`src/rtl/game_sprite_engine.sv`:
```
// Dodging-game pixel generator: game FSM, sprite motion with clamping, lives,
// post-hit invulnerability and goal detection, producing a registered 12-bit pixel.
module game_sprite_engine #(
   parameter int          H_ACTIVE      = 640,
   parameter int          V_ACTIVE      = 480,
   parameter int          SPRITE_SIZE   = 16,
   parameter int          STEP          = 2,
   parameter int          LIVES         = 3,
   parameter int          INVULN_FRAMES = 60,
   parameter int          START_X       = 0,
   parameter int          START_Y       = 464,
   parameter int          GOAL_X0       = 610,
   parameter int          GOAL_Y1       = 30,
   parameter logic [11:0] SPRITE_RGB    = 12'h00F,
   parameter logic [11:0] OBST_RGB      = 12'hFFF,
   parameter logic [11:0] GOAL_RGB      = 12'hF00,
   parameter logic [11:0] LIFE_RGB      = 12'hF0F,
   parameter logic [11:0] BG_RGB        = 12'h000,
   parameter logic [11:0] IDLE_RGB      = 12'h0F0,
   parameter logic [11:0] WON_RGB       = 12'hFFF,
   parameter logic [11:0] LOST_RGB      = 12'hF0F
) (
   input  logic        clk,
   input  logic        reset,
   input  logic        video_on,
   input  logic [9:0]  x,
   input  logic [9:0]  y,
   input  logic        key_up,
   input  logic        key_down,
   input  logic        key_left,
   input  logic        key_right,
   input  logic        key_start,
   input  logic        obstacle_on,
   output logic [11:0] rgb,
   output logic [1:0]  game_state,
   output logic [2:0]  lives,
   output logic        frame_tick
);

   // state  | meaning
   // S_IDLE | attract screen, waiting for start
   // S_PLAY | game running, sprite moves on frame ticks
   // S_WON  | sprite reached goal, waiting for start
   // S_LOST | lives exhausted, waiting for start
   typedef enum logic [1:0] {S_IDLE, S_PLAY, S_WON, S_LOST} state_t;
   typedef enum logic [2:0] {D_NONE, D_UP, D_DOWN, D_LEFT, D_RIGHT} dir_t;

   localparam int X_MAX = H_ACTIVE - SPRITE_SIZE;
   localparam int Y_MAX = V_ACTIVE - SPRITE_SIZE;
   localparam int IW_RAW = $clog2(INVULN_FRAMES + 1);
   localparam int IW = (IW_RAW < 3) ? 3 : IW_RAW;

   state_t        state;
   dir_t          dir;
   logic [9:0]    sx, sy;
   logic [IW-1:0] invuln;
   logic          hit, key_start_q;

   logic          start_rise, sprite_on, blank, goal_hit, goal_px, pip_on;
   logic [10:0]   sum_x, sum_y;
   logic [9:0]    nx, ny;
   logic [11:0]   next_rgb;

   assign game_state = state;
   assign frame_tick = (x == 10'd0) && (y == 10'(V_ACTIVE + 1));
   assign start_rise = key_start & ~key_start_q;

   assign sprite_on = ({1'b0, x} >= {1'b0, sx}) && ({1'b0, x} <= {1'b0, sx} + 11'(SPRITE_SIZE - 1)) &&
                      ({1'b0, y} >= {1'b0, sy}) && ({1'b0, y} <= {1'b0, sy} + 11'(SPRITE_SIZE - 1));
   assign blank     = (invuln != '0) && invuln[2];
   assign goal_hit  = ({1'b0, sx} + 11'(SPRITE_SIZE - 1) >= 11'(GOAL_X0)) && (sy <= 10'(GOAL_Y1));
   assign goal_px   = (x >= 10'(GOAL_X0)) && (y <= 10'(GOAL_Y1));

   always_comb begin
      pip_on = 1'b0;
      for (int i = 0; i < LIVES; i++) begin
         if ((3'(i) < lives) && (y >= 10'd4) && (y <= 10'd11) &&
             (x >= 10'(4 + 12 * i)) && (x <= 10'(11 + 12 * i)))
            pip_on = 1'b1;
      end
   end

   // 11-bit sums so a right/down step near the edge clamps instead of wrapping
   always_comb begin
      sum_x = {1'b0, sx} + 11'(STEP);
      sum_y = {1'b0, sy} + 11'(STEP);
      nx    = sx;
      ny    = sy;
      case (dir)
         D_UP:    ny = (sy < 10'(STEP)) ? 10'd0 : sy - 10'(STEP);
         D_DOWN:  ny = (sum_y > 11'(Y_MAX)) ? 10'(Y_MAX) : sum_y[9:0];
         D_LEFT:  nx = (sx < 10'(STEP)) ? 10'd0 : sx - 10'(STEP);
         D_RIGHT: nx = (sum_x > 11'(X_MAX)) ? 10'(X_MAX) : sum_x[9:0];
         default: ;
      endcase
   end

   always_comb begin
      next_rgb = BG_RGB;
      if (!video_on)
         next_rgb = 12'h000;
      else begin
         case (state)
            S_IDLE: next_rgb = IDLE_RGB;
            S_WON:  next_rgb = WON_RGB;
            S_LOST: next_rgb = LOST_RGB;
            default: begin
               if (sprite_on && !blank) next_rgb = SPRITE_RGB;
               else if (obstacle_on)    next_rgb = OBST_RGB;
               else if (goal_px)        next_rgb = GOAL_RGB;
               else if (pip_on)         next_rgb = LIFE_RGB;
               else                     next_rgb = BG_RGB;
            end
         endcase
      end
   end

   always_ff @(posedge clk or posedge reset) begin
      if (reset) begin
         state       <= S_IDLE;
         lives       <= 3'(LIVES);
         sx          <= 10'(START_X);
         sy          <= 10'(START_Y);
         dir         <= D_NONE;
         invuln      <= '0;
         hit         <= 1'b0;
         key_start_q <= 1'b0;
         rgb         <= 12'h000;
      end else begin
         key_start_q <= key_start;
         rgb         <= next_rgb;
         case (state)
            S_IDLE: begin
               if (start_rise) begin
                  state  <= S_PLAY;
                  lives  <= 3'(LIVES);
                  sx     <= 10'(START_X);
                  sy     <= 10'(START_Y);
                  dir    <= D_NONE;
                  invuln <= '0;
                  hit    <= 1'b0;
               end
            end
            S_PLAY: begin
               if (key_up)         dir <= D_UP;
               else if (key_down)  dir <= D_DOWN;
               else if (key_left)  dir <= D_LEFT;
               else if (key_right) dir <= D_RIGHT;
               // movement uses the direction held before this edge
               if (frame_tick) begin
                  hit <= 1'b0;
                  if (hit) begin
                     lives  <= lives - 3'd1;
                     sx     <= 10'(START_X);
                     sy     <= 10'(START_Y);
                     dir    <= D_NONE;
                     invuln <= IW'(INVULN_FRAMES);
                     if (lives == 3'd1) state <= S_LOST;
                  end else if (goal_hit) begin
                     state <= S_WON;
                  end else begin
                     sx <= nx;
                     sy <= ny;
                     if (invuln != '0) invuln <= invuln - IW'(1);
                  end
               end else if (video_on && sprite_on && obstacle_on && (invuln == '0)) begin
                  hit <= 1'b1;
               end
            end
            default: begin
               if (start_rise) state <= S_IDLE;
            end
         endcase
      end
   end

endmodule

```
`config.mk`:
```
export PLATFORM = sky130hd
export DESIGN_NAME = game_sprite_engine
export DESIGN_NICKNAME = d
export VERILOG_FILES = /design/src/rtl/game_sprite_engine.sv
export SDC_FILE = /design/constraint.sdc
export NUM_CORES = 1
export LEC_CHECK = 0
export ABC_CLOCK_PERIOD_IN_PS = 8600
export BUFFER_PORTS_ARGS = -buffer_cell sky130_fd_sc_hd__buf_2
export CAP_MARGIN = 10
export CORE_ASPECT_RATIO = 1.1
export CORE_UTILIZATION = 39
export CTS_BUF_LIST = sky130_fd_sc_hd__clkbuf_8 sky130_fd_sc_hd__clkbuf_16
export DETAILED_ROUTE_END_ITERATION = 8
export HOLD_SLACK_MARGIN = 0.06
export PLACE_DENSITY = 0.56
export SYNTH_ARGS = -nofsm -noshare
export SYNTH_HDL_FRONTEND = slang
export SYNTH_SLANG_ARGS = --single-unit
```
`constraint.sdc`:
```
create_clock -name clk -period 8.6 [get_ports clk]
set_input_delay 0.43 -clock clk [delete_from_list [all_inputs] [get_ports clk]]
set_output_delay 0.43 -clock clk [all_outputs]
set_load 0.02 [all_outputs]
```
Word level (Yosys, flattened, before mapping)
Index checks and enable logic that the tools add are counted.
{"block": "classes", "addsub": 8, "n_lt_le_gt_ge": 23, "eq_ne": 19, "mux": 54, "bitwise_logic": 2, "reduce_logical": 37}
{"operator": "10-bit two-way mux", "n": 12}
{"operator": "10-bit one-hot mux with 2 select lines", "n": 4}
{"operator": "12-bit two-way mux", "n": 5}
{"operator": "12-bit one-hot mux with 3 select lines", "n": 1}
{"operator": "10-bit by 5-bit less-or-equal comparator with 1-bit output, second input constant", "n": 3}
{"operator": "3-bit two-way mux", "n": 10}
{"operator": "6-bit two-way mux", "n": 5}
{"operator": "1-bit logical AND", "n": 23}
{"operator": "10-bit by 2-bit adder with 11-bit output, second input constant", "n": 2}
{"operator": "10-bit by 4-bit adder with 11-bit output, second input constant", "n": 2}
{"operator": "10-bit by 11-bit less-or-equal comparator with 1-bit output", "n": 2}
{"operator": "10-bit greater-or-equal comparator", "n": 2}
{"operator": "10-bit by 3-bit greater-or-equal comparator with 1-bit output, second input constant", "n": 2}
{"operator": "10-bit by 5-bit greater-or-equal comparator with 1-bit output, second input constant", "n": 2}
{"operator": "10-bit by 4-bit less-or-equal comparator with 1-bit output, second input constant", "n": 2}
{"operator": "10-bit by 2-bit less-than comparator with 1-bit output, second input constant", "n": 2}
{"operator": "5-bit AND reduction", "n": 4}
{"operator": "10-bit by 2-bit subtractor with 10-bit output, second input constant", "n": 2}
{"operator": "3-bit inequality test, second input constant", "n": 5}
{"operator": "2-bit two-way mux", "n": 6}
{"operator": "3-bit one-hot mux with 2 select lines", "n": 2}
{"operator": "6-bit one-hot mux with 2 select lines", "n": 1}
{"operator": "11-bit by 10-bit greater-or-equal comparator with 1-bit output, second input constant", "n": 1}
{"operator": "11-bit by 10-bit > comparator with 1-bit output, second input constant", "n": 1}
{"operator": "29 further kinds", "n": 42}
{"block": "totals", "ff_bits": 48, "input_bits": 29, "out_inout_bits": 18, "wordCells": 152}

Logic depth before layout (Yosys ltp)
{"block": "depth", "ltp_word": 14, "depth_mapped": 15, "mapped_depth_nobuf": 14}

Worst setup path before layout
Ideal clock, no wire load.
{"block": "synth_timing", "path_type": "flip-flop to flip-flop", "start": "reg sy[6]", "end": "reg hit", "setup_ps": 66, "t_arrival_ps": 2687, "t_required_ps": 8534, "path_slack_ps": 5847, "stages_incl_launch_ff": 13, "n_path_buf": 1, "synth_period_minus_slack_ps": 2753, "path_cell_list": "dfstp_2 clkbuf_1 nand4_1 nor2_1 xnor2_1 ha_1 and3_1 a221oi_1 o21a_1 o21ai_0 a211o_1 nor4_1 o21a_1"}
{"block": "synth_via", "elab_chain_len": 8, "elab_cells_between_ends": 10, "cone_classes": "add/sub (1); order compare (2); eq/ne (1); reduce/logical (6)"}
{"element": "from (decl)", "line": "55", "rtl": "logic [9:0] sx, sy;"}
{"element": "from (signal assigned)", "line": "123", "rtl": "sy <= 10'(START_Y);"}
{"element": "from (signal assigned)", "line": "138", "rtl": "sy <= 10'(START_Y);"}
{"element": "from (signal assigned)", "line": "155", "rtl": "sy <= 10'(START_Y);"}
{"element": "10-bit by 4-bit adder with 11-bit output / 10-bit greater-or-equal comparator (equally long branches)", "line": "69", "rtl": "({1'b0, y} >= {1'b0, sy}) && ({1'b0, y} <= {1'b0, sy} + 11'(SPRITE_SIZE - 1));"}
{"element": "10-bit by 11-bit less-or-equal comparator with 1-bit output / 1-bit logical AND (equally long branches)", "line": "69, 68"}
{"element": "1-bit logical AND (*)", "line": "69"}
{"element": "1-bit logical AND (*) (3 in series)", "line": "166", "rtl": "end else if (video_on && sprite_on && obstacle_on && (invuln == '0)) begin"}
{"element": "3-bit inequality test (no line) (*)"}
{"element": "3-bit AND reduction (no line) (*)"}
{"element": "to (signal assigned)", "line": "141", "rtl": "hit <= 1'b0;"}
{"element": "to (signal assigned)", "line": "151", "rtl": "hit <= 1'b0;"}
{"element": "to (signal assigned)", "line": "167", "rtl": "hit <= 1'b1;"}
{"element": "to (decl)", "line": "57", "rtl": "logic hit, key_start_q;"}
Every way passes the cells marked *; elsewhere a longest branch is shown, timed or not.
A chain may end at the register's enable or synchronous reset.

Worst setup path in the final report
{"block": "layout_timing", "start": "reg sx[1]", "end": "reg sx[3]"}
{"block": "layout_via", "elab_chain_len": 8, "elab_cells_between_ends": 16, "cone_classes": "add/sub (3); order compare (3); eq/ne (1); mux (7); reduce/logical (2)"}
{"element": "from (decl)", "line": "55"}
{"element": "from (signal assigned)", "line": "122", "rtl": "sx <= 10'(START_X);"}
{"element": "from (signal assigned)", "line": "137", "rtl": "sx <= 10'(START_X);"}
{"element": "from (signal assigned)", "line": "154", "rtl": "sx <= 10'(START_X);"}
{"element": "10-bit by 2-bit adder with 11-bit output", "line": "85", "rtl": "sum_x = {1'b0, sx} + 11'(STEP);"}
{"element": "11-bit by 10-bit > comparator with 1-bit output", "line": "93", "rtl": "D_RIGHT: nx = (sum_x > 11'(X_MAX)) ? 10'(X_MAX) : sum_x[9:0];"}
{"element": "10-bit two-way mux", "line": "93"}
{"element": "10-bit one-hot mux with 2 select lines", "line": "89", "rtl": "case (dir)"}
{"element": "10-bit two-way mux", "line": "159", "rtl": "end else if (goal_hit) begin"}
{"element": "10-bit two-way mux", "line": "152", "rtl": "if (hit) begin"}
{"element": "10-bit two-way mux", "line": "150", "rtl": "if (frame_tick) begin"}
{"element": "10-bit one-hot mux with 2 select lines", "line": "132", "rtl": "case (state)"}
Parallel ways exist; a longest one is shown, timed or not. The select of a mux whose other input is x is not followed.

==> metrics <==
Total Nets Final 637; DPL Wire Length 9530 um; VDD IR max 169 uV; hold-fix buffers at CTS 0; I/O Buffers 46; cell taking the most area after synthesis dfrtp_1; GRT Util Overall 22.9%; H-tree Lvls 2; reg2reg start sx[1]; Final Critical Period 3.25 ns; Slew @ Worst Pin 1.12 ns; post-CTS sizing 0; Syn Inst Count 541; Placed Cells 699; Post-CTS Setup Bufs 0; initial antenna violation count 0; Ys Warns 0; total number of vias 4210; ANT nets after route 0; sequential area share after synthesis 22.3%; Post-synth EDFFs 0; Sw Ratio 49.2%; Synth area leaders dfrtp_1, ha_1, o21ai_0; total negative slack 0 ns; Worst setup SP type register; Pre-Repair DR Iteration Count 5; clock power share 14.5%; CTS Buffer Depth 2; Sink Count 37; RSZ-0062 raised after global routing false; Max Clk Rate 0.307 GHz; Max-slew headroom 24.3%; setup violators final 0; die span in x 101 um; part of the power in combinational logic 59.5%; CP Class reg -> reg; GP Congestion 0.891; critical path data arrival time 3.44 ns; R2R depth 10; reg2reg end sx[3]; outcome completed; Mapped Area 4180 sq um; most used flip-flop cell after synthesis dfrtp_1; count of final hold-check violations 0; Crit. End Element register; core area 10400 sq um; Pleak 1.96 nW; FP Rows 39; NetSw 0.719 mW; syn nets 615; type of the worst min-delay path in -> async; Reg2Reg Setup Slack 5.35 ns; post-route DRC violation count 0; Syn-to-layout area delta 10.0%; largest net degree at the start of global routing 38; Post-Syn Area per Cell 7.73 sq um; post-synthesis cell type count 72; grt ovf 0; async set-or-reset flop fraction in the synthesized netlist 100%; Critical Path RT 8.79 ns; first-pass GRT wire length 20500 um; layout cells sized above 1 14.5%; routed len/inst 17.1 um; Total Wirelength 12100 um; max-slew violation count 0; initial core utilization 40.2%; io pins 47; Post-Layout Cell Count 707; clock root cell clkbuf_16; Yosys reg bits 37; post-synth top area share 18.6%; pwr/cell area 318 nW/um^2; CTS buffer count 5; Worst-path clk slew 0.06 ns; crit share post-route 37.8%; worst-path fanout max 15; diodes inserted 0; vias per cell 5.95; DRT iter0 DRCs 232; Worst Skew 0.00606 ns; max_cap viols 0; vias in the first global route 4104; die area 11100 sq um; clk_lat worst skew 0.28 ns; TritonCTS clock tree yes; Int Pwr 0.742 mW; height of the die 111 um; register share of total power 26.0%
## flip-flops by register name, summed over array words and instances (netlist names)
name	flops
dir	3
rgb	3
hit	1
sy	9
key_start_q	1
sx	9
invuln	6
lives	3
game_state	2
## area by class of cell
type / instances / area (sq um)
fillers: 1050 / 5800
clock inverters: 2 / 33.8
flip-flops and latches: 37 / 933
inverters: 28 / 105
well taps: 143 / 179
repair buffers: 47 / 238
clock buffers: 6 / 139
multi-input cells: 444 / 2970
## cells by family (layout without fill, tap and decap cells)
family | Yosys count | in the layout | synth area share [%]
DFF | 37 | 37 | 22.3
AOI/OAI and AO/OA | 171 | 171 | 27.1
buffers and inverters | 60 | 83 | 6.61
and+or+nand+nor | 205 | 205 | 25.3
muxes | 2 | 2 | 0.509
xor gates and xnor gates | 21 | 21 | 4.73
adders and majority gates | 45 | 45 | 13.5
## power by group through the flow
stage          Sequential, mW  Clock (mW)  Combinational [mW]
6_report                0.380       0.212               0.870
5_1_grt                 0.395       0.224               0.987
4_1_cts                 0.378       0.216               0.866
3_5_place_dp            0.380           0               0.861
3_3_place_gp            0.379           0               0.849
2_1_floorplan           0.293           0               0.745
## critical path, stage by stage, from the launching register on
cell and delay, ns:
dfrtp_1 0.63, inv_1 0.16, ha_1 0.29, or2_2 0.28, o21ai_0 0.16, a221o_1 0.20
nand4_1 0.20, nand3_2 0.19, o211ai_2 0.30, or3b_4 0.52, o31ai_2 0.22
## layer usage
metal | wire (um) | track usage [%]
met5 | 0 | 0
met4 | 184 | 5.51
met3 | 417 | 2.41
met2 | 6050 | 40.1
met1 | 5410 | 29.7
## worst max-delay path by stage
| stage | startpoint | end | slack, ns | cells after the start |
|---|---|---|---|---|
| floorplan | sy[6] | hit | 5.85 | 12 |
| global placement | sx[1] | sx[3] | 5.31 | 9 |
| detailed placement | sx[1] | sx[8] | 5.36 | 10 |
| CTS | sx[1] | sx[3] | 5.33 | 10 |
| global route | sx[1] | sx[3] | 5.08 | 10 |
| finish | sx[1] | sx[3] | 5.35 | 10 |
## cell usage after synthesis, types with 5 or more instances
master,instances
clkbuf_1,15
dfstp_2,6
a21oi_1,41
nand4_1,11
o21ai_0,47
ha_1,45
a21o_1,8
inv_1,24
nor2_1,51
nand2b_1,8
or3_1,5
nand2_1,43
nor2b_1,9
dfrtp_1,31
and3_1,8
o22ai_1,6
nor3_1,16
o21a_1,10
xnor2_1,19
buf_2,5
nand3_1,22
buf_4,10
nor4_1,9
o31ai_1,6
a31oi_1,6
## layout by cell type, fill, tap and decap left out, drive strengths merged, types with 5 or more instances in the layout
| cell type | Yosys | routed |
|---|---|---|
| a21o | 8 | 8 |
| a21oi | 41 | 41 |
| a31oi | 6 | 6 |
| and3 | 8 | 8 |
| buf | 17 | 47 |
| clkbuf | 15 | 6 |
| dfrtp | 31 | 31 |
| dfstp | 6 | 6 |
| ha | 45 | 45 |
| inv | 28 | 29 |
| nand2 | 43 | 43 |
| nand2b | 8 | 8 |
| nand3 | 23 | 23 |
| nand4 | 11 | 11 |
| nor2 | 52 | 52 |
| nor2b | 9 | 9 |
| nor3 | 18 | 18 |
| nor4 | 12 | 12 |
| o21a | 10 | 10 |
| o21ai | 49 | 49 |
| o22ai | 6 | 6 |
| o31ai | 9 | 9 |
| or3 | 5 | 5 |
| xnor2 | 19 | 19 |
## through the flow
stage	util, %	worst slack (ns)	power, mW	cell area, sq um	hold slack (ns)
after floorplan	-	5.85	1.04	4180	0.461
after global placement	42.6	5.31	1.23	4430	0.533
after detailed placement	42.6	5.36	1.24	4430	0.550
after CTS	44.2	5.33	1.46	4600	0.270
after global routing	44.2	5.08	1.61	4600	0.268
final	44.2	5.35	1.46	4600	0.255
Note: power is estimated with default switching activity, not from simulation.
